$ cat config.mk
export PLATFORM = sky130hd
export DESIGN_NAME = aes_spi_flat
export DESIGN_NICKNAME = d
export VERILOG_FILES = /design/src/rtl/aes_spi_if.sv /design/src/rtl/aes_spi.sv /design/src/flat_wrapper.sv
export SDC_FILE = /design/constraint.sdc
export NUM_CORES = 1
export LEC_CHECK = 0
export ABC_AREA = 1
export CORE_ASPECT_RATIO = 1.2
export CORE_UTILIZATION = 35
export DETAILED_ROUTE_END_ITERATION = 6
export HOLD_SLACK_MARGIN = 0.08
export PLACE_DENSITY_LB_ADDON = 0.2
export SKIP_LAST_GASP = 1
export SLEW_MARGIN = 20
export SYNTH_ARGS = -nofsm -noshare
export SYNTH_HDL_FRONTEND = slang
export SYNTH_SLANG_ARGS = --single-unit
$ cat constraint.sdc
create_clock -name clk -period 31 [get_ports clk]
set_input_delay 6.2 -clock clk [delete_from_list [all_inputs] [get_ports clk]]
set_output_delay 6.2 -clock clk [all_outputs]
set_load 0.01 [all_outputs]
$ cat src/rtl/aes_spi_if.sv
// aes_spi_if: host-side SPI pins of aes_spi.
// master = SPI host (drives sck/cs_n/sdi), slave = aes_spi (drives sdo).
interface aes_spi_if;
    logic sck;
    logic cs_n;
    logic sdi;
    logic sdo;

    modport master (output sck, output cs_n, output sdi, input sdo);
    modport slave  (input sck, input cs_n, input sdi, output sdo);
endinterface

$ cat src/rtl/aes_spi.sv
// aes_spi: SPI front end for an AES core.
// The host shifts in a frame of {dir, key[K-1:0], message[127:0]}, MSB first.
// The block pulses ce, waits for core_done, and returns the 128-bit result on sdo.
// The SPI pins are oversampled in the clk domain.
// Optional macro AES_SPI_FRAMECHECK_EN adds a frame_err output. With it, any frame
// whose length is not exactly 1+K+128 bits is rejected.
module aes_spi #(
    parameter int unsigned K           = 128,
    parameter int unsigned SYNC_STAGES = 2
) (
    input  logic           clk,
    input  logic           reset,
    aes_spi_if.slave       spi,
    output logic           ce,
    output logic           dir,
    output logic [K-1:0]   key,
    output logic [127:0]   message,
    input  logic           core_done,
    input  logic [127:0]   translated,
    output logic           done
`ifdef AES_SPI_FRAMECHECK_EN
    ,
    output logic           frame_err
`endif
);

    localparam int unsigned FRAME = 1 + K + 128;
    localparam int unsigned CW    = $clog2(FRAME + 2);

    typedef enum logic [2:0] {IDLE, LOAD, START, BUSY, READY, READ} state_t;

    state_t state, state_next;

    logic [SYNC_STAGES-1:0] sck_sync, cs_sync, sdi_sync;
    logic sck_q, cs_q, sdi_q;
    logic sck_rise, sck_fall, cs_rise, cs_fall;
    logic sck_rise_ok, sck_fall_ok;

    logic [CW-1:0]    bit_cnt;
    logic [FRAME-1:0] in_sr;
    logic [127:0]     out_sr;
    logic             busy_armed;

    logic clr_cnt, shift_in, load_out, capture, shift_out;
`ifdef AES_SPI_FRAMECHECK_EN
    logic set_err, clr_err;
`endif

    // Synchronize the asynchronous SPI pins into the clk domain.
    always_ff @(posedge clk or posedge reset) begin
        if (reset) begin
            sck_sync <= '0;
            cs_sync  <= '1;
            sdi_sync <= '0;
        end else begin
            sck_sync <= {sck_sync[SYNC_STAGES-2:0], spi.sck};
            cs_sync  <= {cs_sync[SYNC_STAGES-2:0],  spi.cs_n};
            sdi_sync <= {sdi_sync[SYNC_STAGES-2:0], spi.sdi};
        end
    end

    // Edge strobes are registered. sdi_q is delayed alongside them, so the data bit
    // seen with an sck strobe was sampled in the same cycle as that sck edge.
    always_ff @(posedge clk or posedge reset) begin
        if (reset) begin
            sck_q    <= 1'b0;
            cs_q     <= 1'b1;
            sdi_q    <= 1'b0;
            sck_rise <= 1'b0;
            sck_fall <= 1'b0;
            cs_rise  <= 1'b0;
            cs_fall  <= 1'b0;
        end else begin
            sck_q    <= sck_sync[SYNC_STAGES-1];
            cs_q     <= cs_sync[SYNC_STAGES-1];
            sdi_q    <= sdi_sync[SYNC_STAGES-1];
            sck_rise <=  sck_sync[SYNC_STAGES-1] & ~sck_q;
            sck_fall <= ~sck_sync[SYNC_STAGES-1] &  sck_q;
            cs_rise  <=  cs_sync[SYNC_STAGES-1]  & ~cs_q;
            cs_fall  <= ~cs_sync[SYNC_STAGES-1]  &  cs_q;
        end
    end

    // A chip-select edge wins; an sck edge detected in the same cycle is dropped.
    assign sck_rise_ok = sck_rise & ~(cs_rise | cs_fall);
    assign sck_fall_ok = sck_fall & ~(cs_rise | cs_fall);

    // State register.
    always_ff @(posedge clk or posedge reset) begin
        if (reset) state <= IDLE;
        else       state <= state_next;
    end

    // Next-state logic and per-state control strobes.
    always_comb begin
        state_next = state;
        ce         = 1'b0;
        done       = 1'b0;
        clr_cnt    = 1'b0;
        shift_in   = 1'b0;
        load_out   = 1'b0;
        capture    = 1'b0;
        shift_out  = 1'b0;
`ifdef AES_SPI_FRAMECHECK_EN
        set_err    = 1'b0;
        clr_err    = 1'b0;
`endif
        case (state)
            IDLE: begin
                if (cs_fall) begin
                    state_next = LOAD;
                    clr_cnt    = 1'b1;
`ifdef AES_SPI_FRAMECHECK_EN
                    clr_err    = 1'b1;
`endif
                end
            end
            LOAD: begin
                if (cs_rise) begin
`ifdef AES_SPI_FRAMECHECK_EN
                    if (bit_cnt != CW'(FRAME)) begin
                        state_next = IDLE;
                        set_err    = 1'b1;
                    end else begin
                        state_next = START;
                        load_out   = 1'b1;
                    end
`else
                    state_next = START;
                    load_out   = 1'b1;
`endif
                end else if (sck_rise_ok) begin
                    shift_in = 1'b1;
                end
            end
            START: begin
                ce         = 1'b1;
                state_next = BUSY;
            end
            BUSY: begin
                if (busy_armed && core_done) begin
                    capture    = 1'b1;
                    state_next = READY;
                end
            end
            READY: begin
                done = 1'b1;
                if (cs_fall) state_next = READ;
            end
            READ: begin
                if (cs_rise)          state_next = IDLE;
                else if (sck_fall_ok) shift_out  = 1'b1;
            end
            default: state_next = IDLE;
        endcase
    end

    // Frame capture, result shifting and the bit counter.
    // The bit counter saturates at FRAME+1, so an over-long frame never wraps back to a legal count.
    // busy_armed is 0 during the first BUSY cycle, so a stale core_done is not taken.
    always_ff @(posedge clk or posedge reset) begin
        if (reset) begin
            bit_cnt    <= '0;
            in_sr      <= '0;
            out_sr     <= '0;
            dir        <= 1'b0;
            key        <= '0;
            message    <= '0;
            busy_armed <= 1'b0;
        end else begin
            busy_armed <= (state == BUSY);
            if (clr_cnt)
                bit_cnt <= '0;
            else if (shift_in && bit_cnt != CW'(FRAME + 1))
                bit_cnt <= bit_cnt + 1'b1;
            if (shift_in)
                in_sr <= {in_sr[FRAME-2:0], sdi_q};
            if (load_out) begin
                dir     <= in_sr[FRAME-1];
                key     <= in_sr[128 +: K];
                message <= in_sr[127:0];
            end
            if (capture)
                out_sr <= translated;
            else if (shift_out)
                out_sr <= {out_sr[126:0], 1'b0};
        end
    end

`ifdef AES_SPI_FRAMECHECK_EN
    // Sticky frame-length error; cleared when the next frame starts.
    always_ff @(posedge clk or posedge reset) begin
        if (reset)        frame_err <= 1'b0;
        else if (set_err) frame_err <= 1'b1;
        else if (clr_err) frame_err <= 1'b0;
    end
`endif

    assign spi.sdo = (state == READ) ? out_sr[127] : 1'b0;

endmodule

$ cat src/flat_wrapper.sv
// flat-port wrapper written by rule: the top's interface ports become plain ports
module aes_spi_flat 
#(
    parameter int unsigned K           = 128,
    parameter int unsigned SYNC_STAGES = 2
)
  (clk, reset, ce, dir, key, message, core_done, translated, done, spi_sck, spi_cs_n, spi_sdi, spi_sdo);
  aes_spi_if spi_i ();
  input  logic clk;
  input  logic reset;
  output logic ce;
  output logic dir;
  output logic [K-1:0] key;
  output logic [127:0] message;
  input  logic core_done;
  input  logic [127:0] translated;
  output logic done;
  input wire logic [$bits(spi_i.sck)-1:0] spi_sck;
  input wire logic [$bits(spi_i.cs_n)-1:0] spi_cs_n;
  input wire logic [$bits(spi_i.sdi)-1:0] spi_sdi;
  output wire logic [$bits(spi_i.sdo)-1:0] spi_sdo;
  assign spi_i.sck = spi_sck;
  assign spi_i.cs_n = spi_cs_n;
  assign spi_i.sdi = spi_sdi;
  assign spi_sdo = spi_i.sdo;
  aes_spi #(.K(K), .SYNC_STAGES(SYNC_STAGES)) u_core (.clk(clk), .reset(reset), .spi(spi_i), .ce(ce), .dir(dir), .key(key), .message(message), .core_done(core_done), .translated(translated), .done(done));
endmodule
==> impl_metrics.prom <==
# TYPE chip_impl_metric gauge
chip_impl_metric{name="clock-skew-final",unit="ns"} 0.0248
chip_impl_info{name="tritoncts",value="yes"} 1
chip_impl_metric{name="finalSetupViolations",unit=""} 0
chip_impl_metric{name="totalPowerFinal",unit="uW"} 2050
chip_impl_metric{name="antenna_left",unit=""} 0
chip_impl_metric{name="synth_area",unit="sq mm"} 0.0254
chip_impl_metric{name="power_switching_share",unit=""} 0.258
chip_impl_metric{name="clock_sink_count",unit=""} 659
chip_impl_metric{name="post-cts-setup-buffers",unit=""} 0
chip_impl_metric{name="cts_htree_levels",unit=""} 3
chip_impl_metric{name="max-cap-violations",unit=""} 0
chip_impl_metric{name="global_route.usage.total",unit=""} 0.167
chip_impl_info{name="rsz0062_at_grt",value="false"} 1
chip_impl_metric{name="timing.final.crit_period",unit="ns"} 9.03
chip_impl_info{name="post-synth-top-area-cell",value="sky130_fd_sc_hd__dfrtp_1"} 1
chip_impl_metric{name="std_cell_rows",unit=""} 107
chip_impl_metric{name="power.leakage",unit="uW"} 0.0136
chip_impl_metric{name="wire_per_inst",unit="um"} 15.5
chip_impl_metric{name="numCtsBuffers",unit=""} 69
chip_impl_metric{name="worst_slew_margin_rel",unit=""} 0.287
chip_impl_metric{name="hold-worst-slack",unit="ns"} 0.348
chip_impl_metric{name="area_delta_synth_final",unit="%"} 26.7
chip_impl_metric{name="sequential_share_of_the_synthesized_area",unit=""} 0.650
chip_impl_metric{name="final_hpwl_from_detailed_placement",unit="um"} 40200
chip_impl_metric{name="firstDrtPassIters",unit=""} 5
chip_impl_metric{name="post-route-drc-count",unit=""} 0
chip_impl_metric{name="fp.dieW",unit="um"} 248
chip_impl_metric{name="vdd_ir_drop_max",unit="uV"} 40.5
chip_impl_metric{name="clock_power_share",unit=""} 0.409
chip_impl_info{name="worst_hold_path_type",value="flop to flop"} 1
chip_impl_metric{name="route.detailed.vias_per_inst",unit=""} 4.70
chip_impl_info{name="post_synth_main_area_contributors",value="sky130_fd_sc_hd__dfrtp_1 (65%), sky130_fd_sc_hd__nand2_1 (12%), sky130_fd_sc_hd__o21ai_0 (5.7%)"} 1
chip_impl_metric{name="grt_first_pass_wirelength",unit="um"} 99500
chip_impl_metric{name="initial_core_util",unit=""} 0.356
chip_impl_info{name="start_kind",value="input port"} 1
chip_impl_metric{name="grt.overflow.total",unit=""} 0
chip_impl_metric{name="multi_input_area",unit="sq mm"} 0.00703
chip_impl_metric{name="mappedNetlistNets",unit=""} 2820
chip_impl_metric{name="drt_first_iter_violations",unit=""} 1402
chip_impl_metric{name="maximum_number_of_pins_on_one_net_before_global_route_repair",unit=""} 221
chip_impl_metric{name="cts_hold_repair.buffers",unit=""} 0
chip_impl_metric{name="clk-insertion-delay-late",unit="ns"} 0.60
chip_impl_metric{name="io_buffers",unit=""} 393
chip_impl_metric{name="slew_viol_final",unit=""} 0
chip_impl_metric{name="yosys.cell_types.count",unit=""} 23
chip_impl_metric{name="ctsResizeCount",unit=""} 0
chip_impl_metric{name="worst_ep_required",unit="ns"} 31.61
chip_impl_metric{name="power_report.internal_total",unit="uW"} 1520
chip_impl_metric{name="worst_pin_slew",unit="ns"} 1.07
chip_impl_info{name="cts.root.buffer_cell",value="sky130_fd_sc_hd__clkbuf_16"} 1
chip_impl_metric{name="die_height",unit="um"} 297
chip_impl_metric{name="fp.dieArea",unit="sq mm"} 0.0736
chip_impl_metric{name="critPathMaxFanout",unit=""} 175
chip_impl_metric{name="yosysWarnings",unit=""} 0
chip_impl_metric{name="cp_data_arrival_time",unit="ns"} 9.64
chip_impl_metric{name="fin_setup_tns",unit="ns"} 0
chip_impl_metric{name="post_synth.cell_area_avg",unit="sq um"} 9.45
chip_impl_metric{name="filler_cell_count",unit=""} 6871
chip_impl_metric{name="via_count_of_the_first_global_routing_pass",unit=""} 18400
chip_impl_metric{name="fmax",unit="MHz"} 111
chip_impl_metric{name="switchingPower",unit="uW"} 528
chip_impl_info{name="mostFrequentLayoutCell",value="sky130_fd_sc_hd__nand2_1"} 1
chip_impl_metric{name="final-hold-violation-count",unit=""} 0
chip_impl_metric{name="synth.ff_latch_count",unit=""} 659
chip_impl_metric{name="fin_crit_sh",unit=""} 0.291
chip_impl_metric{name="floorplan.io_pins",unit=""} 394
chip_impl_metric{name="gp_congestion",unit=""} 0.796
chip_impl_metric{name="number_of_antenna_violations_at_the_first_check_in_global_routing",unit=""} 3
chip_impl_metric{name="clk_transition_reported_paths",unit="ns"} 0.06
chip_impl_metric{name="max_clock_buf_depth",unit=""} 3
chip_impl_metric{name="combPwrFrac",unit=""} 0.105
chip_impl_metric{name="synth_top_area_share",unit=""} 0.646
chip_impl_metric{name="core-area",unit="sq mm"} 0.0714
chip_impl_info{name="layout.cells.most_common_list",value="sky130_fd_sc_hd__nand2_1 (783), sky130_fd_sc_hd__dfrtp_1 (656), sky130_fd_sc_hd__clkdlybuf4s50_1 (393)"} 1
chip_impl_metric{name="layout-drive-gt1-share",unit=""} 0.0469
chip_impl_metric{name="pwr_density_cell",unit="mW/mm^2"} 63.6
chip_impl_metric{name="detail_route.wirelength",unit="um"} 61500
chip_impl_info{name="setup.worst_path.class",value="input port to async pin"} 1
chip_impl_metric{name="register_area",unit="sq mm"} 0.0165
chip_impl_metric{name="cell_count_after_synthesis",unit=""} 2686
chip_impl_info{name="cp-end-kind",value="async pin"} 1
chip_impl_metric{name="via_count",unit=""} 18700
chip_impl_metric{name="num-nets-final",unit=""} 3134
chip_impl_info{name="run_status",value="completed"} 1
chip_impl_metric{name="p_seq_frac",unit=""} 0.486
-- layout make-up --
class	instances	share of cell area
clock buffer	101	0.0643
clock inverter	18	0.00723
multi-input combinational	1585	0.218
tap	926	0.0360
timing repair buffer	411	0.129
antenna	3	0.000233
inverter	274	0.0322
sequential	659	0.513
-- worst max-delay path, cell delays in order --
cell and delay (ns):
sky130_fd_sc_hd__clkdlybuf4s50_1 0.49, sky130_fd_sc_hd__inv_8 0.55, sky130_fd_sc_hd__buf_12 0.61, sky130_fd_sc_hd__buf_4 0.74, sky130_fd_sc_hd__buf_6 0.67
-- Yosys cell counts --
cell / number
sky130_fd_sc_hd__a21oi_1: 1
sky130_fd_sc_hd__buf_1: 4
sky130_fd_sc_hd__buf_2: 108
sky130_fd_sc_hd__buf_4: 16
sky130_fd_sc_hd__buf_6: 4
sky130_fd_sc_hd__clkbuf_1: 26
sky130_fd_sc_hd__clkbuf_2: 10
sky130_fd_sc_hd__dfrtp_1: 656
sky130_fd_sc_hd__dfstp_2: 3
sky130_fd_sc_hd__inv_1: 272
sky130_fd_sc_hd__inv_2: 2
sky130_fd_sc_hd__nand2_1: 783
sky130_fd_sc_hd__nand2_2: 2
sky130_fd_sc_hd__nand2_4: 2
sky130_fd_sc_hd__nand3_1: 268
sky130_fd_sc_hd__nand3_2: 1
sky130_fd_sc_hd__nand3_4: 1
sky130_fd_sc_hd__nor2_1: 9
sky130_fd_sc_hd__nor2_2: 1
sky130_fd_sc_hd__nor2_4: 2
sky130_fd_sc_hd__nor2_8: 1
sky130_fd_sc_hd__o21ai_0: 289
sky130_fd_sc_hd__o21ai_1: 225
-- sequential cells by signal, indices dropped and copies added (netlist names) --
register           flops
u_core.busy_armed      1
u_core.cs_fall         1
u_core.cs_q            1
u_core.cs_rise         1
u_core.cs_sync         2
u_core.dir             1
u_core.in_sr         257
u_core.key           128
u_core.message       128
u_core.out_sr        128
u_core.sck_fall        1
u_core.sck_q           1
u_core.sck_rise        1
u_core.sck_sync        2
u_core.sdi_q           1
u_core.sdi_sync        2
u_core.state           3
-- power by group through the flow --
stage	combinational, uW	clock, uW	sequential (uW)
finish	214	837	996
global route	247	897	1010
CTS	218	864	995
detailed placement	217	0	1010
global placement	210	0	1010
floorplan	169	0	996
-- through the flow --
step	instances	worst slack, ns	util	area (sq um)
after floorplan	2686	6.34	-	25400
after global placement	3853	20.82	0.418	29800
after detailed placement	3853	20.76	0.418	29800
after CTS	3972	21.41	0.450	32100
after global routing	3977	21.35	0.451	32200
final	3977	21.97	0.451	32200
-- logic make-up (layout without fill, tap and decap cells) --
kind of cell           count (synthesis)  after routing  synth area share
AND/OR/NAND/NOR                     1070           1070             0.174
flip-flops                           659            659             0.650
AO/OA/AOI/OAI                        515            515             0.101
buffers and inverters                442            804            0.0747
other                                  0              3                 0
-- metal layers --
layer | global-route usage | vias to the layer above | share of wire
met4 | 0.0548 | 0 | 0.019
met2 | 0.270 | 410 | 0.48
met3 | 0.0277 | 78 | 0.047
met5 | 0 | - | 0
li1 | - | 9156 | -
met1 | 0.227 | 9066 | 0.45
-- final timing paths --
| path | startpoint | to | slack [ns] | cells past startpoint |
|---|---|---|---|---|
| worst max-delay path | reset | u_core.message[73] | 21.97 | 5 |
| max in group clk | u_core.state[2] | spi_sdo | 22.59 | 3 |
| worst min register to register | u_core.sdi_sync[1] | u_core.sdi_q | 0.35 | 0 |
| worst min-delay path | u_core.sdi_sync[1] | u_core.sdi_q | 0.35 | 0 |
| worst max register to register | u_core.state[2] | u_core.message[84] | 27.57 | 6 |
| min in group asynchronous | reset | u_core.key[55] | 6.12 | 2 |
(Power assumes the default switching activity.)
